[config.mk]
export PLATFORM = sky130hd
export DESIGN_NAME = pic_irq_priority_resolver
export DESIGN_NICKNAME = d
export VERILOG_FILES = /design/src/rtl/pic_irq_priority_resolver.sv
export SDC_FILE = /design/constraint.sdc
export NUM_CORES = 1
export LEC_CHECK = 0
export ABC_AREA = 1
export BUFFER_PORTS_ARGS = -buffer_cell sky130_fd_sc_hd__buf_2
export CORE_MARGIN = 2
export CORE_UTILIZATION = 58
export CTS_BUF_LIST = sky130_fd_sc_hd__clkbuf_16
export CTS_CLUSTER_SIZE = 10
export DETAILED_ROUTE_END_ITERATION = 10
export PLACE_DENSITY_LB_ADDON = 0.1
export SETUP_SLACK_MARGIN = 0.4
export SLEW_MARGIN = 30
export SYNTH_ARGS = -nofsm -noshare
export SYNTH_HDL_FRONTEND = slang
export SYNTH_SLANG_ARGS = --single-unit
[constraint.sdc]
create_clock -name clock -period 7.5 [get_ports clock]
set_input_delay 1.5 -clock clock [delete_from_list [all_inputs] [get_ports clock]]
set_output_delay 1.5 -clock clock [all_outputs]
set_load 0.005 [all_outputs]
[src/rtl/pic_irq_priority_resolver.sv]
// 8259A interrupt-detect stage: samples IR pins into the IRR and resolves the
// winning request against the ISR under rotating priority.
module pic_irq_priority_resolver #(
   parameter int NUM_IRQ = 8
) (
   input  logic               clock,
   input  logic               reset,
   input  logic [NUM_IRQ-1:0] interrupt_request_pin,
   input  logic               level_or_edge_toriggered_config,
   input  logic               special_fully_nest_config,
   input  logic               freeze,
   input  logic               latch_in_service,
   input  logic [NUM_IRQ-1:0] clear_interrupt_request,
   input  logic [NUM_IRQ-1:0] interrupt_mask,
   input  logic [NUM_IRQ-1:0] interrupt_special_mask,
   input  logic [NUM_IRQ-1:0] end_of_interrupt,
   input  logic [2:0]         priority_rotate,
   output logic [NUM_IRQ-1:0] interrupt_request_register,
   output logic [NUM_IRQ-1:0] in_service_register,
   output logic [NUM_IRQ-1:0] interrupt,
   output logic [NUM_IRQ-1:0] highest_level_in_service
);

   logic [NUM_IRQ-1:0] prev_pin_q, prev_pin_d;
   logic [NUM_IRQ-1:0] irr_q, irr_d;
   logic [NUM_IRQ-1:0] isr_q, isr_d;
   logic [NUM_IRQ-1:0] interrupt_q, interrupt_d;

   logic [3:0]         rot_amt;
   logic [NUM_IRQ-1:0] cand_rot;
   logic [NUM_IRQ-1:0] block_rot;
   logic [NUM_IRQ-1:0] allowed_rot;
   logic [NUM_IRQ-1:0] winner;

   function automatic logic [NUM_IRQ-1:0] rot_r(input logic [NUM_IRQ-1:0] v,
                                                input logic [3:0] n);
      logic [2*NUM_IRQ-1:0] w;
      w = {v, v} >> n;
      return w[NUM_IRQ-1:0];
   endfunction

   function automatic logic [NUM_IRQ-1:0] rot_l(input logic [NUM_IRQ-1:0] v,
                                                input logic [3:0] n);
      logic [2*NUM_IRQ-1:0] w;
      w = {v, v} << n;
      return w[2*NUM_IRQ-1:NUM_IRQ];
   endfunction

   // Isolate the lowest set bit; in the rotated frame bit 0 is the highest priority.
   function automatic logic [NUM_IRQ-1:0] prio(input logic [NUM_IRQ-1:0] v);
      return v & (~v + NUM_IRQ'(1));
   endfunction

   always_comb begin
      rot_amt    = {1'b0, priority_rotate} + 4'd1;
      prev_pin_d = interrupt_request_pin;

      if (freeze)
         irr_d = irr_q;
      else if (level_or_edge_toriggered_config)
         irr_d = interrupt_request_pin;
      else
         irr_d = (irr_q | (~prev_pin_q & interrupt_request_pin)) & interrupt_request_pin;
      irr_d = irr_d & ~clear_interrupt_request;

      cand_rot  = rot_r(irr_q & ~interrupt_mask, rot_amt);
      block_rot = prio(rot_r(isr_q & ~interrupt_special_mask, rot_amt));
      // Bits strictly above the blocker; an empty blocker wraps to all ones.
      allowed_rot = (block_rot - NUM_IRQ'(1)) |
                    (special_fully_nest_config ? block_rot : '0);
      winner = rot_l(prio(cand_rot & allowed_rot), rot_amt);

      interrupt_d = freeze ? interrupt_q : winner;
      isr_d = (isr_q & ~end_of_interrupt) | (latch_in_service ? interrupt_q : '0);

      highest_level_in_service = rot_l(block_rot, rot_amt);
   end

   always_ff @(posedge clock or posedge reset) begin
      if (reset) begin
         prev_pin_q  <= '0;
         irr_q       <= '0;
         isr_q       <= '0;
         interrupt_q <= '0;
      end else begin
         prev_pin_q  <= prev_pin_d;
         irr_q       <= irr_d;
         isr_q       <= isr_d;
         interrupt_q <= interrupt_d;
      end
   end

   assign interrupt_request_register = irr_q;
   assign in_service_register        = isr_q;
   assign interrupt                  = interrupt_q;

endmodule
### After elaboration in Yosys (flattened, before gate mapping)

Cells that the tools add are included.
Widths: inputs -> output; s select.

* register bits after elaboration: 32
* latch bits: 0
* bits in writable memories: 0
* bits in read-only memories: 0
* input port bits: 49
* output and inout port bits: 32
* logic and storage cells: 35
* memories: 0

* add/subtract/negate cells: 4
* multiply operators: 0
* div/mod/pow operators: 0
* $lt $le $gt $ge: 0
* equal/unequal tests: 0
* shifts and indexed selects: 4
* multiplexer cells: 4
* bitwise logic cells: 19
* reductions and logical operators: 0

Operator list (count)
* $and 8x8->8: 9
* $not 8->8: 7
* $mux 8: 4
* $shl 16x4->16: 2
* $shr 16x4->8: 2
* $or 8x8->8: 3
* $add 8x1->8 const B: 2
* $sub 8x1->8 const B: 1
* $add 3x1->4 const B: 1

### Longest topological paths before layout

Gate-level depths: netlist of run 1.

* depth after elaboration: 13
* mapped depth: 19
* depth with buffers taken out: 18

### Worst setup path after synthesis of run 1

No wires, ideal clock.

* kind: input-to-output
* start: input port priority_rotate[1]
* end: output port highest_level_in_service[1]
* arrival time: 3028 ps
* data required time: 6000 ps
* setup slack: 2972 ps
* stages on the path: 15
* buffers on the path: 2
* cells stage by stage: buf_6 > inv_4 > buf_4 > nand3_1 > nand2_1 > nand2_1 > nand2_1 > nand2_1 > nor2_1 > nand2_1 > nor2_1 > o21ai_0 > o21ai_0 > a21oi_1 > o22ai_1

* cells in the longest elaborated chain, start to end: 6

Ends and longest elaborated chain
* from (decl): line 17 `input logic [2:0] priority_rotate,`
* $add 3x1->4 *: line 55 `rot_amt = {1'b0, priority_rotate} + 4'd1;`
* $shr 16x4->8: line 38 `w = {v, v} >> n;`
* $not 8->8: line 51 `return v & (~v + NUM_IRQ'(1));`
* $add 8x1->8: line 51
* $and 8x8->8: line 51
* $shl 16x4->16 *: line 45 `w = {v, v} << n;`
* to (decl): line 21 `output logic [NUM_IRQ-1:0] highest_level_in_service`

Every way passes the cells marked *; elsewhere a longest branch is shown, timed or not.

### Worst setup path in the final report of run 1

* start: input port priority_rotate[0]
* end: output port highest_level_in_service[1]

The elaborated chain is that of the path after synthesis.

==> results.toml, run 1 <==
[run_status]
outcome = "finished, final reports clean"

[finish]
utilization_pct = 72.7
final.fill_count = 435
antenna-diode-count = 0
postLayoutCellArea_um2 = 3500
syn2layout_area_growth_pct = 18.5
finish.net_count = 589
layout-drive-gt1-share_pct = 23.5

[floorplan]
width_of_the_chip_um = 75.4
ioPinCount = 81
floorplan.rows = 25
dieArea_um2 = 5680
die_extent_in_y_um = 75.4
floorplan.initialDensity_pct = 61.4
core_area_um2 = 4820

[worst_setup_path]
r2r-end = "interrupt[6]"
worst_path_dominant_cell_family = "simple AND/OR/NAND/NOR gates"
crit_slowest_cell = "sky130_fd_sc_hd__buf_2"
critPathMaxFanout = 35
crit_path_start_kind = "primary input"
worst_ep_arrival_time_ns = 4.30
r2r_setup_slack_ns = 5.26
timing.setup.critical_path_class = "primary input to output port"
critPathMostFrequentCell = "sky130_fd_sc_hd__nand2_1"
worst-r2r-cell-count = 16
critical_path.reg2reg.startpoint = "in_service_register[6]"
critPathMaxStageDelay_ns = 0.49
crit_buf_inv = 3
cell_by_cell_listing_of_the_critical_path = "buf_2, inv_2, nand3_1, nand3_1, nand2_1, nand2_1, nand2_4, nand2_2, nor2_2, nand4_1, nand2_1, o21ai_1, nand2_1, o21ai_1, nor2_1, a21oi_1, o22ai_1, buf_2"
worst_ep_required_time_ns = 6.00
worstSetupEndpointType = "output port"

[clock_tree]
clk_pin_slew_ns = 0.06
htree_num_levels = 2
post_cts_buffers = 0
clock-sinks = 32
tritoncts.num_buffers = 5
post_cts.resized_instances = 0
cts_hold_buf = 0
worstSkewPairLatency_ns = 0.28
clock_tree.root_cell = "sky130_fd_sc_hd__clkbuf_16"
cts_tree = "done"
cts_max_path_buffers = 2

[yosys]
netlist-cell-type-count = 38
yosys_warnings = 0
synth_largest_area_cell = "sky130_fd_sc_hd__dfrtp_1"
synth-seq-cells = 32
synth_flop_cell = "sky130_fd_sc_hd__dfrtp_1"
yosysMostFrequentCell = "sky130_fd_sc_hd__nand2_1"
synth.top_cells.by_count = "sky130_fd_sc_hd__nand2_1, sky130_fd_sc_hd__nand3_1, sky130_fd_sc_hd__inv_1"
ys_top_cells_by_area = "sky130_fd_sc_hd__dfrtp_1, sky130_fd_sc_hd__nand3_1, sky130_fd_sc_hd__nand2_1, sky130_fd_sc_hd__inv_1, sky130_fd_sc_hd__nor2_1"
synth_largest_type_area_fraction_pct = 27.1
async_reset_ff_share_pct = 100
post_synth.cell_area_avg_um2 = 6.29
syn-instance-count = 470
yosysSeqAreaShare_pct = 27.1
synth-edff-count = 0
syn_nets = 520
cell_area_after_technology_mapping_um2 = 2960

[timing]
final-max-slew-violation-count = 0
setup_tns_ns = 0
unrepaired_setup_endpoints_after_global_routing = "no"
final.setup_skew_ns = 0.00678
slew_headroom_pct = 58.6
period_share_pct = 77.3
timing.final.setup_violations = 0
fmax_ghz = 0.172
hold_violations = 0
setup_ws_final_ns = 1.70
finalWorstPathRequiredPeriod_ns = 5.80
timing_worst_slew_pin_value_ns = 0.622

[routing]
routed_wirelength_um = 8860
detail_route.drc_violations = 0
detailroute.via_count = 3498
antenna_left = 0
wl_per_cell_um = 14.6
drtIter0Drc = 383
route.detailed.vias_per_inst = 5.76
drt-pass1-iter-count = 6

[grt]
grt_start_max_net_pins = 36
grt_antenna_before_repair = 0
number_of_global_route_vias_before_repair = 3174
grt_overflow_total = 0
grt_first_pass_wirelength_um = 14300
groute.usage.overall_pct = 32.8

[placement]
placed_cell_area_um2 = 3340
gp_congestion = 0.963
dp_hpwl_um = 6650
port_buffers = 80
setup_ws_pre_cts_ns = 1.81

[power]
total_leakage_power_nw = 1.83
power.ir.vdd_worst_mv = 0.185
report.power.total_uw = 648
power_density_nw_per_um2 = 185

[job]
drv_cap = 0

[hold_path]
min_from = "interrupt[0]"
worstHoldPathCells = 2
type_of_the_most_critical_hold_path = "flop to flop"
whs_endpoint = "in_service_register[0]"
per-stage QoR:
stage / cells / hold WS (ns)
final: 607 / 0.530
after global routing: 607 / 0.560
after CTS: 607 / 0.533
after detailed placement: 599 / 0.507
after global placement: 599 / 0.494
after floorplan: 470 / 0.495
how the worst max path moves through the flow:
stage                       start                     endpoint  cells after the start
4_1_cts        priority_rotate[0]  highest_level_in_service[1]                     18
6_report       priority_rotate[0]  highest_level_in_service[1]                     18
5_1_grt        priority_rotate[0]  highest_level_in_service[1]                     18
2_1_floorplan  priority_rotate[1]  highest_level_in_service[1]                     15
3_3_place_gp   priority_rotate[0]  highest_level_in_service[4]                     16
3_5_place_dp   priority_rotate[0]  highest_level_in_service[1]                     18
layer usage:
layer,vias up,GRT usage [%],part of all wire (%)
li1,1711,-,-
met4,0,9.94,2.1
met3,22,6.88,9.5
met5,-,0,0
met2,189,53.3,47
met1,1576,44.2,42
worst reg2reg max path, stage by stage (launching register included):
cell,delay (ns)
sky130_fd_sc_hd__dfrtp_1,0.42
sky130_fd_sc_hd__nand3_1,0.13
sky130_fd_sc_hd__nand3_1,0.18
sky130_fd_sc_hd__nand2_1,0.08
sky130_fd_sc_hd__nand2_1,0.10
sky130_fd_sc_hd__nand2_4,0.11
sky130_fd_sc_hd__o21ai_4,0.20
sky130_fd_sc_hd__nand2_2,0.12
sky130_fd_sc_hd__inv_2,0.09
sky130_fd_sc_hd__nand3_1,0.11
sky130_fd_sc_hd__nor2_1,0.10
sky130_fd_sc_hd__nand2_1,0.09
sky130_fd_sc_hd__nand2_1,0.09
sky130_fd_sc_hd__nand2_1,0.06
sky130_fd_sc_hd__nand2_1,0.08
sky130_fd_sc_hd__nand2_1,0.05
sky130_fd_sc_hd__a31oi_1,0.14
sequential cells by signal, summed over array words and instances, names as in the netlist:
name                        count
interrupt                       8
prev_pin_q                      8
in_service_register             8
interrupt_request_register      8
area by class of cell:
type                       instances  area (µm²)  share of cell area [%]
timing repair buffer              82         415                    11.9
tap                               67        83.8                    2.39
clock inverter                     3        42.5                    1.21
multi-input combinational        370        1850                    52.9
sequential                        32         801                    22.9
clock buffer                       5         125                    3.57
inverter                          48         183                    5.21
cells by family (layout without fill, tap and decap cells):
group / Yosys count / count (layout) / synth area share (%)
multiplexers: 3 / 3 / 1.02
flip-flops: 32 / 32 / 27.1
adder cells (fa/ha/maj): 1 / 1 / 0.423
XOR/XNOR: 1 / 1 / 0.296
AND/OR/NAND/NOR: 292 / 292 / 46.9
AO/OA/AOI/OAI: 73 / 73 / 14.0
buffers and inverters: 68 / 138 / 10.2
cell usage in the layout (no fill, tap or decap), types with 12 or more instances in the layout:
cell,count
sky130_fd_sc_hd__a21oi_1,17
sky130_fd_sc_hd__dfrtp_1,32
sky130_fd_sc_hd__o21ai_1,13
sky130_fd_sc_hd__nand3_2,12
sky130_fd_sc_hd__nor2_1,39
sky130_fd_sc_hd__buf_2,80
sky130_fd_sc_hd__o21ai_0,27
sky130_fd_sc_hd__inv_1,42
sky130_fd_sc_hd__nand3_1,92
sky130_fd_sc_hd__nand2_1,117
where the power goes:
part	internal (mW)	switching, mW	total (mW)
clock	0.156	0.0720	0.228
sequential	0.191	0.0216	0.213
combinational	0.0765	0.131	0.208
total	0.423	0.225	0.648
Power figures use the tool's default switching activity.
==> inputs of run 2 (changes only) <==
--- a/config.mk
+++ b/config.mk
@@ -8,7 +8,7 @@
 export ABC_AREA = 1
 export BUFFER_PORTS_ARGS = -buffer_cell sky130_fd_sc_hd__buf_2
 export CORE_MARGIN = 2
-export CORE_UTILIZATION = 58
+export CORE_UTILIZATION = 48
 export CTS_BUF_LIST = sky130_fd_sc_hd__clkbuf_16
 export CTS_CLUSTER_SIZE = 10
 export DETAILED_ROUTE_END_ITERATION = 10
==> constraint.sdc (replaced) <==
create_clock -name clock -period 5.1 [get_ports clock]
set_input_delay 1.02 -clock clock [delete_from_list [all_inputs] [get_ports clock]]
set_output_delay 1.02 -clock clock [all_outputs]
set_load 0.005 [all_outputs]
==> run 2 against run 1 <==
  * Total power grew 37%
  * Final cell count increased by 1.8%
  * Core utilization shrank 13 points
  * Critical path depth decreased by 2
==> results.toml, run 2 (same netlist as run 1, synthesis figures left out) <==
[routing]
route.detailed.vias_per_inst = 5.56
antenna_left = 0
wl_per_cell_um = 14.1
detail_route.drc_violations = 0
drtIter0Drc = 216
drt-pass1-iter-count = 5
routed_wirelength_um = 8690
detailroute.via_count = 3439

[worst_setup_path]
worstSetupEndpointType = "output port"
crit_slowest_cell = "sky130_fd_sc_hd__buf_2"
critPathMostFrequentCell = "sky130_fd_sc_hd__nand2_1"
worst_ep_required_time_ns = 4.08
critPathMaxStageDelay_ns = 0.27
timing.setup.critical_path_class = "primary input to output port"
critPathMaxFanout = 17
worst-r2r-cell-count = 14
worst_ep_arrival_time_ns = 3.28
cell_by_cell_listing_of_the_critical_path = "buf_2, inv_2, nand3_1, nand3_1, nand2_1, nand2_1, nand2_2, nand4_1, nor2_1, nand2_1, nand2_1, o21ai_0, o21ai_0, a21oi_1, o22ai_1, buf_2"
crit_path_start_kind = "primary input"

[finish]
mostFrequentLayoutCell = "sky130_fd_sc_hd__nand2_1"
final.fill_count = 612
syn2layout_area_growth_pct = 18.7
layout_common_cells = "sky130_fd_sc_hd__nand2_1, sky130_fd_sc_hd__nand3_1, sky130_fd_sc_hd__buf_2"
multiInputGateArea_um2 = 1850
regArea_um2 = 801
layout-drive-gt1-share_pct = 23.6
finish.net_count = 592
finalNonFillerCells = 618
antenna-diode-count = 0

[clock_tree]
htree_num_levels = 2
clock-sinks = 32
cts_max_path_buffers = 2
clock_tree.root_cell = "sky130_fd_sc_hd__clkbuf_16"
cts_hold_buf = 0
post_cts_buffers = 0
cts_tree = "done"
tritoncts.num_buffers = 5
worstSkewPairLatency_ns = 0.27
post_cts.resized_instances = 0
clk_pin_slew_ns = 0.05

[power]
total_leakage_power_nw = 1.83
power.net_switching_uw = 319
comb_power_share_pct = 34.2
report.power.total_uw = 891
clkPwrFrac_pct = 30.9
power_density_nw_per_um2 = 254
switching_share_of_power_pct = 35.8
internal_pwr_total_uw = 572
p_seq_share_pct = 35.0
power.ir.vdd_worst_mv = 0.262

[floorplan]
dieArea_um2 = 6800
core_area_um2 = 5920
floorplan.rows = 28
floorplan.initialDensity_pct = 49.9
ioPinCount = 81
width_of_the_chip_um = 82.5
die_extent_in_y_um = 82.5

[placement]
setup_ws_pre_cts_ns = 0.843
port_buffers = 80
dp_hpwl_um = 6950
placed_cells_incl_taps = 610
gp_congestion = 0.911

[hold_path]
worstHoldPathCells = 2
type_of_the_most_critical_hold_path = "flop to flop"

[grt]
grt_start_max_net_pins = 33
groute.usage.overall_pct = 27.1
grt_overflow_total = 0
number_of_global_route_vias_before_repair = 3096
grt_antenna_before_repair = 0
grt_first_pass_wirelength_um = 14300

[timing]
finalWorstPathRequiredPeriod_ns = 4.30
timing.final.setup_violations = 0
setup_tns_ns = 0
final.setup_skew_ns = 0.00589
setup_ws_final_ns = 0.801
slew_headroom_pct = 58.6
final-max-slew-violation-count = 0
fmax_ghz = 0.233
timing_worst_slew_pin_value_ns = 0.621
unrepaired_setup_endpoints_after_global_routing = "no"
period_share_pct = 84.3
hold_violations = 0

[job]
drv_cap = 0

[run_status]
outcome = "finished, final reports clean"
## run 2: cell count changes in the layout (fill, tap and decap cells not counted), sizes merged
cell and change:
buf +3, bufinv -1, inv +1
## run 2: final timing paths
path,from,endpoint,slack (ns)
min reg2reg,interrupt[0],in_service_register[0],0.51
min in group asynchronous,reset,in_service_register[2],0.82
max,priority_rotate[0],highest_level_in_service[1],0.80
max in group asynchronous,reset,interrupt_request_register[0],3.98
min,interrupt[0],in_service_register[0],0.51
max reg2reg,in_service_register[0],interrupt[2],2.91
## run 2: per-stage QoR
| stage | hold WS (ns) | util (%) | cell area, µm² |
|---|---|---|---|
| 2_1_floorplan | 0.495 | - | 2960 |
| 6_report | 0.513 | 59.3 | 3510 |
| 4_1_cts | 0.517 | 59.3 | 3510 |
| 3_3_place_gp | 0.504 | 56.9 | 3370 |
| 5_1_grt | 0.562 | 59.3 | 3510 |
| 3_5_place_dp | 0.502 | 56.9 | 3370 |
## run 2: layout make-up
cell class | instances | share of cell area, %
clock buffers | 5 | 3.57
clock inverters | 3 | 0.428
inverters | 48 | 5.21
multi-input cells | 370 | 52.8
flip-flops and latches | 32 | 22.8
well taps | 75 | 2.67
repair buffers | 85 | 12.5
## run 2: power by group through the flow
| stage | clock network [mW] | registers [mW] | logic [mW] |
|---|---|---|---|
| 2_1_floorplan | 0 | 0.308 | 0.205 |
| 3_3_place_gp | 0 | 0.314 | 0.299 |
| 3_5_place_dp | 0 | 0.315 | 0.302 |
| 4_1_cts | 0.279 | 0.311 | 0.304 |
| 5_1_grt | 0.293 | 0.314 | 0.346 |
| 6_report | 0.275 | 0.311 | 0.304 |
## run 2: per-layer routing
layer  vias to the layer above  global-route usage [%]  wire length (µm)
met2                       128                    45.5              4030
met5                         -                       0                 0
met1                      1582                    37.7              3950
li1                       1712                       -                 -
met4                         0                    4.83               130
met3                        17                    3.37               579
## run 2: worst max-delay path: cells and delay by family
| kind | cells | cell delay, ns |
|---|---|---|
| compound gates | 4 | 0.54 |
| buf+inv | 3 | 0.62 |
| simple gates | 9 | 1.09 |
==> inputs of run 3 (changes only) <==
==> constraint.sdc (replaced) <==
create_clock -name clock -period 3.61 [get_ports clock]
set_input_delay 0.722 -clock clock [delete_from_list [all_inputs] [get_ports clock]]
set_output_delay 0.722 -clock clock [all_outputs]
set_load 0.005 [all_outputs]
==> run 3 against run 2 <==
  * Final cell count rose by 3.9%
  * Sequential power rose by 43%
  * Routed wire length rose by 7.8%
  * Global-route usage rose by 0.49 points
  * Worst hold slack improved by 0.0020 ns
  * Largest power group is now combinational cells
  * Highest routed layer unchanged
  * Die area did not move
  * Count of clock-buffer cells in the layout did not move
  * Non-clock buffer count rose by 23
  * Combinational power rose by 68%
  * Clock skew fell by 0.00059 ns
==> results.toml, run 3 (same netlist as run 1, synthesis figures left out) <==
[finish]
utilization_pct = 67.2
mostFrequentLayoutCell = "sky130_fd_sc_hd__nand2_1"
regArea_um2 = 801
multiInputGateArea_um2 = 2050
syn2layout_area_growth_pct = 34.6
antenna-diode-count = 0
layout_common_cells = "sky130_fd_sc_hd__nand2_1, sky130_fd_sc_hd__buf_2, sky130_fd_sc_hd__nand3_1"
finish.net_count = 616
layout-drive-gt1-share_pct = 34.4
final.fill_count = 533

[grt]
grt_start_max_net_pins = 33
grt_overflow_total = 0
grt_antenna_before_repair = 0
number_of_global_route_vias_before_repair = 3129
groute.usage.overall_pct = 27.6
grt_first_pass_wirelength_um = 14300

[clock_tree]
worstSkewPairLatency_ns = 0.27
cts_tree = "done"
cts_max_path_buffers = 2
tritoncts.num_buffers = 5
clock_tree.root_cell = "sky130_fd_sc_hd__clkbuf_16"
clk_pin_slew_ns = 0.05
clock-sinks = 32
htree_num_levels = 2

[timing]
timing.final.setup_violations = 0
period_share_pct = 88.1
setup_tns_ns = 0
final-max-slew-violation-count = 0
unrepaired_setup_endpoints_after_global_routing = "yes"
final.setup_skew_ns = 0.00531
setup_ws_final_ns = 0.431
fmax_ghz = 0.315
timing_worst_slew_pin_value_ns = 0.508
slew_headroom_pct = 65.9
hold_violations = 0
finalWorstPathRequiredPeriod_ns = 3.18

[power]
power_density_nw_per_um2 = 356
power.ir.vdd_worst_mv = 0.318
report.power.total_mw = 1.42
total_leakage_power_nw = 2.03

[job]
drv_cap = 0

[floorplan]
floorplan.initialDensity_pct = 49.9
core_area_um2 = 5920
dieArea_um2 = 6800
ioPinCount = 81
floorplan.rows = 28
die_extent_in_y_um = 82.5
width_of_the_chip_um = 82.5

[worst_setup_path]
worstSetupEndpointType = "output port"
crit_path_start_kind = "primary input"
r2r_setup_slack_ns = 1.23
worst_ep_arrival_time_ns = 2.46
worst_ep_required_time_ns = 2.89
r2r-end = "interrupt[5]"
critical_path.reg2reg.startpoint = "in_service_register[6]"
worst-r2r-cell-count = 14
critPathMaxFanout = 6
timing.setup.critical_path_class = "primary input to output port"

[placement]
gp_congestion = 0.936
setup_ws_pre_cts_ns = 0.0381
dp_hpwl_um = 6930
port_buffers = 80

[run_status]
outcome = "finished, final reports clean"

[routing]
drt-pass1-iter-count = 5
route.detailed.vias_per_inst = 5.56
detailroute.via_count = 3572
antenna_left = 0
detail_route.drc_violations = 0
routed_wirelength_um = 9360
drtIter0Drc = 353
wl_per_cell_um = 14.6

[hold_path]
type_of_the_most_critical_hold_path = "primary input to async pin"
## run 3: changes by cell type in the layout (fill, tap and decap cells not counted), moves of 3 or more
cell and change:
sky130_fd_sc_hd__inv_1 -3, sky130_fd_sc_hd__nand3_1 -18, sky130_fd_sc_hd__nand2_4 +4, sky130_fd_sc_hd__nand2_1 -15
sky130_fd_sc_hd__o21ai_1 +8, sky130_fd_sc_hd__nand2_2 +11, sky130_fd_sc_hd__nand3_2 +16, sky130_fd_sc_hd__nor2_1 -3
sky130_fd_sc_hd__o21ai_0 -10, sky130_fd_sc_hd__buf_4 +22
## run 3: how the worst max path moves through the flow
stage,from,to,slack [ns]
after floorplan,priority_rotate[1],highest_level_in_service[1],0.64
after CTS,priority_rotate[0],highest_level_in_service[1],0.40
final,priority_rotate[0],highest_level_in_service[0],0.43
after global routing,interrupt_special_mask[1],highest_level_in_service[0],0.29
after detailed placement,priority_rotate[0],highest_level_in_service[0],0.04
after global placement,priority_rotate[0],highest_level_in_service[0],0.14
## run 3: area by class of cell
type / count / area share (%)
inverter: 48 / 5.25
sequential: 32 / 20.1
multi-input combinational: 370 / 51.5
tap: 75 / 2.36
timing repair inverter: 1 / 0.220
clock inverter: 3 / 0.975
clock buffer: 5 / 3.14
timing repair buffer: 108 / 16.4
## run 3: stage by stage
| stage | cell area (µm²) | hold slack (ns) | instances |
|---|---|---|---|
| 3_3_place_gp | 3410 | 0.500 | 616 |
| 4_1_cts | 3690 | 0.523 | 631 |
| 5_1_grt | 3980 | 0.554 | 642 |
| 6_report | 3980 | 0.515 | 642 |
| 2_1_floorplan | 2960 | 0.495 | 470 |
| 3_5_place_dp | 3410 | 0.514 | 616 |
## run 3: timing repair
action                     4_1_cts  5_1_grt
setup endpoints to repair        8        8
setup buffers                    7        9
gates cloned                     0        2
gates resized for setup         22       54
pin swaps                        5       24
hold buffers                     0        0
## run 3: power breakdown
part | switching, mW | internal [mW] | leakage, nW
Combinational | 0.303 | 0.210 | 1.55
Clock | 0.139 | 0.321 | 0.0850
Sequential | 0.0474 | 0.397 | 0.392
Total | 0.489 | 0.927 | 2.03
## run 3: worst max-delay path, cell delays in order
cell and delay (ns):
sky130_fd_sc_hd__buf_12 0.12, sky130_fd_sc_hd__nand3_1 0.10, sky130_fd_sc_hd__nand3_1 0.13, sky130_fd_sc_hd__nand2_4 0.11
sky130_fd_sc_hd__nand2_1 0.10, sky130_fd_sc_hd__nand2_2 0.11, sky130_fd_sc_hd__nand3_1 0.12, sky130_fd_sc_hd__nor2_1 0.14
sky130_fd_sc_hd__nand2_1 0.10, sky130_fd_sc_hd__nor2_2 0.17, sky130_fd_sc_hd__o21ai_1 0.07, sky130_fd_sc_hd__o21ai_1 0.11
sky130_fd_sc_hd__nor2_1 0.06, sky130_fd_sc_hd__o22ai_1 0.14, sky130_fd_sc_hd__buf_2 0.14
## run 3: routing by layer
layer	wire [µm]	up-vias	GRT usage, %
li1	-	1767	-
met1	4180	1640	36.9
met2	4460	147	46.7
met3	575	18	5.22
met4	144	0	5.00
met5	0	-	0
